===== config.mk =====
export PLATFORM = sky130hd
export DESIGN_NAME = satatx_frame_arbiter
export DESIGN_NICKNAME = d
export VERILOG_FILES = /design/src/rtl/satatx_frame_arbiter.sv
export SDC_FILE = /design/constraint.sdc
export NUM_CORES = 1
export LEC_CHECK = 0
export CAP_MARGIN = 20
export CELL_PAD_IN_SITES_DETAIL_PLACEMENT = 1
export CELL_PAD_IN_SITES_GLOBAL_PLACEMENT = 1
export CORE_MARGIN = 10
export CORE_UTILIZATION = 31
export DETAILED_ROUTE_END_ITERATION = 16
export PLACE_DENSITY_LB_ADDON = 0.2
export SYNTH_ARGS = -nofsm -noshare
export SYNTH_HDL_FRONTEND = slang
export SYNTH_SLANG_ARGS = --single-unit

===== constraint.sdc =====
create_clock -name S_AXI_ACLK -period 2.94 [get_ports S_AXI_ACLK]
set_clock_uncertainty 0.15 [all_clocks]
set_input_delay 0.735 -clock S_AXI_ACLK [delete_from_list [all_inputs] [get_ports S_AXI_ACLK]]
set_output_delay 0.735 -clock S_AXI_ACLK [all_outputs]
set_load 0.02 [all_outputs]

===== src/rtl/satatx_frame_arbiter.sv =====
// Whole-frame round-robin arbiter feeding the SATA scrambler/CRC path.
// Truncates over-long FIS frames and latches the scrambler enable per frame.
module satatx_frame_arbiter #(
  parameter int MAX_WORDS    = 2049,
  parameter int LGMAX        = 12,
  parameter bit OPT_LOWPOWER = 1'b1
) (
  input  logic        S_AXI_ACLK,
  input  logic        S_AXI_ARESETN,
  input  logic        i_cfg_scrambler_en,
  output logic        o_scrambler_en,
  input  logic        S0_AXIS_TVALID,
  output logic        S0_AXIS_TREADY,
  input  logic [31:0] S0_AXIS_TDATA,
  input  logic        S0_AXIS_TLAST,
  input  logic        S1_AXIS_TVALID,
  output logic        S1_AXIS_TREADY,
  input  logic [31:0] S1_AXIS_TDATA,
  input  logic        S1_AXIS_TLAST,
  output logic        M_AXIS_TVALID,
  input  logic        M_AXIS_TREADY,
  output logic [31:0] M_AXIS_TDATA,
  output logic        M_AXIS_TLAST,
  output logic        M_AXIS_TID,
  output logic        o_busy,
  output logic        o_overlength
);
  typedef enum logic [1:0] {IDLE, PASS, DROP} state_t;

  localparam logic [LGMAX-1:0] LAST_IDX = LGMAX'(MAX_WORDS - 1);

  state_t            state, state_nxt;
  logic              grant, grant_nxt;
  logic [LGMAX-1:0]  count;
  logic              ld, src_valid, src_last, src_ready, accept, at_max, start;
  logic [31:0]       src_data;

  assign ld        = !M_AXIS_TVALID || M_AXIS_TREADY;
  assign src_valid = grant ? S1_AXIS_TVALID : S0_AXIS_TVALID;
  assign src_last  = grant ? S1_AXIS_TLAST  : S0_AXIS_TLAST;
  assign src_data  = grant ? S1_AXIS_TDATA  : S0_AXIS_TDATA;
  assign at_max    = (count == LAST_IDX);
  assign accept    = (state == PASS) && src_valid && ld;
  assign start     = (state == IDLE) && (S0_AXIS_TVALID || S1_AXIS_TVALID);
  assign o_busy    = (state != IDLE);

  always_comb begin
    state_nxt = state;
    grant_nxt = grant;
    src_ready = 1'b0;
    case (state)
      IDLE: if (start) begin
        state_nxt = PASS;
        // Contention goes to whichever source did not win last time
        if (S0_AXIS_TVALID && S1_AXIS_TVALID) grant_nxt = !grant;
        else                                  grant_nxt = S1_AXIS_TVALID;
      end
      PASS: begin
        src_ready = ld;
        if (accept) begin
          if (src_last)    state_nxt = IDLE;
          else if (at_max) state_nxt = DROP;
        end
      end
      DROP: begin
        src_ready = 1'b1;
        if (src_valid && src_last) state_nxt = IDLE;
      end
      default: state_nxt = IDLE;
    endcase
    S0_AXIS_TREADY = src_ready && !grant;
    S1_AXIS_TREADY = src_ready && grant;
  end

  always_ff @(posedge S_AXI_ACLK or negedge S_AXI_ARESETN) begin
    if (!S_AXI_ARESETN) begin
      state          <= IDLE;
      grant          <= 1'b1;
      count          <= '0;
      o_scrambler_en <= 1'b1;
      o_overlength   <= 1'b0;
    end else begin
      state        <= state_nxt;
      grant        <= grant_nxt;
      o_overlength <= accept && !src_last && at_max;
      if (start) begin
        count          <= '0;
        o_scrambler_en <= i_cfg_scrambler_en;
      end else if (accept) begin
        count <= count + 1'b1;
      end
    end
  end

  always_ff @(posedge S_AXI_ACLK or negedge S_AXI_ARESETN) begin
    if (!S_AXI_ARESETN) begin
      M_AXIS_TVALID <= 1'b0;
      M_AXIS_TDATA  <= '0;
      M_AXIS_TLAST  <= 1'b0;
      M_AXIS_TID    <= 1'b0;
    end else if (accept) begin
      M_AXIS_TVALID <= 1'b1;
      M_AXIS_TDATA  <= src_data;
      M_AXIS_TLAST  <= src_last || at_max;
      M_AXIS_TID    <= grant;
    end else if (ld) begin
      M_AXIS_TVALID <= 1'b0;
      if (OPT_LOWPOWER) begin
        M_AXIS_TDATA <= '0;
        M_AXIS_TLAST <= 1'b0;
      end
    end
  end
endmodule


Word level (Yosys, flattened, before mapping)
Cells that the tools add are included.
{ "word_totals": {"word_cells": 56, "ff_bits": 52, "output_inout_bits": 40, "input_bits": 72} }
{ "op_classes": {"muxes": 18, "n_eq_ne": 7, "reduce_logical": 21, "addsub": 1} }
{ "ops": {"columns": ["operator", "count"], "rows": [
  ["2-to-1 mux 32 bit", 3],
  ["2-to-1 mux 12 bit", 2],
  ["adder 12 x 1 -> 12 bit, second input constant", 1],
  ["== test 12 bit, second input constant", 1],
  ["2-to-1 mux 2 bit", 5],
  ["logical AND 1 bit", 9],
  ["2-to-1 mux 1 bit", 6],
  ["!= test 2 bit, second input constant", 3],
  ["one-hot mux 2 bit (3 select lines)", 1],
  ["nonzero test 2 bit", 3],
  ["AND reduction 4 bit", 1],
  ["zero test 1 bit", 3],
  ["logical OR 1 bit", 3],
  ["!= test 3 bit, second input constant", 1],
  ["== test 2 x 1 -> 1 bit, second input constant", 1],
  ["== test 2 bit, second input constant", 1],
  ["zero test 2 bit", 1],
  ["one-hot mux 1 bit (2 select lines)", 1],
  ["AND reduction 2 bit", 1]
]} }

Longest topological paths before layout
{ "logic_depth": {"depth_word": 5, "depth_mapped": 6, "ltp_nobuf": 6} }

Worst setup path before layout
No wires, ideal clock.
{ "synth_path": {"path_type": "reg-to-output", "from": "register grant", "to": "output port S1_AXIS_TREADY", "path_stages_with_launch": 6, "slack_ps": 407, "arrival_time_ps": 1648, "n_path_buf": 3, "t_required_ps": 2055, "path_cell_list": "dfstp_2 buf_4 buf_2 buf_1 inv_1 nor2_1"} }
{ "synth_between": {"elab_chain_len": 1} }
{ "synth_rtl": {"columns": ["element", "line", "rtl"], "rows": [
  ["start: declaration", "33", "logic grant, grant_nxt;"],
  ["start signal: assignment", "84", "grant <= grant_nxt;"],
  ["logical AND 1 bit", "72", "S1_AXIS_TREADY = src_ready && grant;"],
  ["end: declaration", "17", "output logic S1_AXIS_TREADY,"]
]} }
No other way between the ends.

Final worst setup path
{ "layout_path": {"from": "input port M_AXIS_TREADY", "to": "output port S0_AXIS_TREADY"} }
{ "layout_between": {"elab_chain_len": 3} }
{ "layout_rtl": {"columns": ["element", "line", "rtl"], "rows": [
  ["start: declaration", "21", "input logic M_AXIS_TREADY,"],
  ["logical OR 1 bit", "38", "assign ld = !M_AXIS_TVALID || M_AXIS_TREADY;"],
  ["one-hot mux 1 bit (2 select lines)", "51", "case (state)"],
  ["logical AND 1 bit", "71", "S0_AXIS_TREADY = src_ready && !grant;"],
  ["end: declaration", "13", "output logic S0_AXIS_TREADY,"]
]} }
No other way between the ends.

==> flow_summary_export.csv <==
group,metric,value,unit
outcome,status,"finished clean",
synth,yosysMostFrequentCell,"dfrtp_1",
routing,drt-wirelength-per-cell,17.5,µm
timing,timing.fmax,349,MHz
worst_hold_path,hold_class,"input pin to async pin",
setup_path,cp_top_family,"buffers and inverters",
cts,cts_resized,3,
cts,cts_buffers,5,
global_routing,grt_max_degree,40,
setup_path,cp_max_fo,2,
placed_design,place_inst,479,
routing,route.detailed.drc,0,
cells_and_area,drive_gt1_frac,0.0654,
cells_and_area,n_antenna_cell,0,
setup_path,crit_chain,"clkdlybuf4s50_1 -> nand2b_1 -> and2_1 -> o21ai_1 -> nor2_1 -> clkdlybuf4s15_1",
synth,yosys.area.top_type,"dfrtp_1",
die,core-area,0.00822,mm²
timing,hold_viol,0,
power,static-leakage-power,1.75,nW
timing,worstMarginPinSlew,631,ps
synth,synthArstFlopShare,1.00,
synth,ys.warnings.count,0,
cells_and_area,area_growth,53.0,%
routing,via_per_inst,4.87,
synth,syn_area,0.00261,mm²
synth,synth_cell_types,36,
synth,syn_nets,345,
cts,cts_root_buf,"clkbuf_8",
setup_path,crit_slowest_cell,"clkdlybuf4s50_1",
cells_and_area,final_cells,487,
cts,clockBufferDepth,2,
cts,clock_latency,310,ps
timing,slew_headroom,0.579,
placed_design,dpl_cell_area,0.00389,mm²
global_routing,overflow,0,
setup_path,crit_buf_inv,2,
global_routing,grt_pass1_wl,13500,µm
placed_design,portBuffers,111,
global_routing,grt.met3_usage,0.0553,
die,die_area,0.0125,mm²
setup_path,required,2060,ps
synth,netlist_instances,267,
global_routing,antenna_found_initial,0,
global_routing,track_usage,0.130,
cells_and_area,layout.nets,459,
synth,synth_top_area_frac,0.479,
routing,antenna_left,0,
setup_path,crit_start,"M_AXIS_TREADY",
die,pin_count,112,
synth,synthFlopType,"dfrtp_1",
power,powerDensity,775,mW/mm²
synth,synth.top_cells.by_area,"dfrtp_1, mux2i_1, o21ai_0",
cts,cts.sinks,52,
setup_path,endpoint_kind,"primary output",
global_routing,grt_use_met2,0.229,
synth,synthTopCellsByCount,"dfrtp_1, nand2_1, o21ai_0",
cts,path_clk_slew,90,ps
cts,cts_htree_levels,2,
cts,cts_setup_buffers,0,
power,vdd_ir_drop_max,336,µV
global_routing,first_global_vias,2597,
global_routing,busiest_layer,"met2",
setup_path,criticalPathCategory,"input pin to primary output",
timing,fin_crit_sh,0.974,
routing,drt_pass1_iterations,4,
routing,drt_iter0_drc,53,
setup_path,regToRegStartpoint,"grant",
die,fp-row-count,33,
cts,cts_hold_buf,0,
timing,period_minus_slack,2860,ps
die,die_w,112,µm
cells_and_area,final_cell_area,0.00399,mm²
setup_path,cp-start-kind,"input pin",
cts,cts_tree,"built",
routing,vias,2374,
die,start_util,0.318,
placed_design,gp_congestion,0.742,
timing,rsz0062_at_grt,"false",
setup_path,critPathArrivalTime,1980,ps
synth,synth_edf_count,0,
synth,avgSynthCellArea,9.78,µm²
placed_design,dpl.hpwl,6570,µm
timing,drv_slew,0,
setup_path,critical_path.max_stage_delay,420,ps
job,cap_violations,0,
routing,wl,8530,µm
timing,fin_setup_tns,0,ps
global_routing,gr-usage-met1,0.138,
die,fp.dieH,112,µm
synth,synth-seq-area-share,0.500,
synth,synth_seq_cells,52,
timing,setup_violations,0,
==> stage by stage <==
step | setup WS [ps] | hold slack, ps | total power, mW | utilization
2_1_floorplan | 407 | 289 | 1.90 | -
3_3_place_gp | -234 | 298 | 2.61 | 0.473
3_5_place_dp | -272 | 310 | 2.65 | 0.473
4_1_cts | 21.4 | 246 | 3.15 | 0.486
5_1_grt | 1.11 | 261 | 3.30 | 0.486
6_report | 76.0 | 232 | 3.09 | 0.486
==> layer usage <==
metal,vias to the layer above,part of all wire
li1,1160,-
met1,1146,0.40
met2,59,0.50
met3,9,0.085
met4,0,0.014
met5,-,0
==> state kept, by name, indices dropped and copies added (netlist names) <==
signal,flops
o_scrambler_en,1
M_AXIS_TVALID,1
M_AXIS_TID,1
M_AXIS_TDATA,32
M_AXIS_TLAST,1
grant,1
o_overlength,1
state,2
count,12
==> cell usage in the layout, fill, tap and decap left out, types with 4 or more instances in the layout <==
cell	count
or3_1	4
inv_1	11
dfrtp_1	50
clkbuf_8	5
nand3_1	7
o21ai_0	41
a21oi_1	9
buf_4	8
mux2i_1	35
nor2_1	9
ha_1	6
clkdlybuf4s50_1	108
nand2_1	44
==> area by class of cell <==
cell class / count / area, µm²
fill: 920 / 4220
sequential: 52 / 1300
multi-input combinational: 190 / 1210
clock buffer: 6 / 72.6
timing repair buffer: 121 / 1200
inverter: 11 / 41.3
clock inverter: 2 / 35.0
tap: 105 / 131
==> worst reg2reg max path, cell delays in order, from the launching register on <==
cell,delay [ps]
dfstp_2,600
buf_4,530
nand3b_1,200
nand3_1,130
o2111ai_1,140
mux2_2,360
==> final timing paths <==
path,endpoint,depth (start not counted),slack [ps]
setup / recovery,S0_AXIS_TREADY,6,80
hold / removal,count[10],1,230
setup reg to reg,state[0],5,720
hold reg to reg,o_scrambler_en,2,320
max in group asynchronous,M_AXIS_TDATA[0],2,1850
min in group S_AXI_ACLK,o_scrambler_en,2,320
==> power by group <==
part	internal (mW)	total, mW	switching (mW)
clock	0.253	0.495	0.242
combinational	0.717	1.56	0.840
sequential	0.920	1.04	0.121
total	1.89	3.09	1.20
==> cell families after synthesis <==
logic type	share of synthesized area
adders and majority gates	0.0288
muxes	0.143
buffers and inverters	0.0388
xor gates and xnor gates	0.00671
DFF	0.500
AOI/OAI and AO/OA	0.128
and+or+nand+nor	0.155
Power figures use the tool's default switching activity.
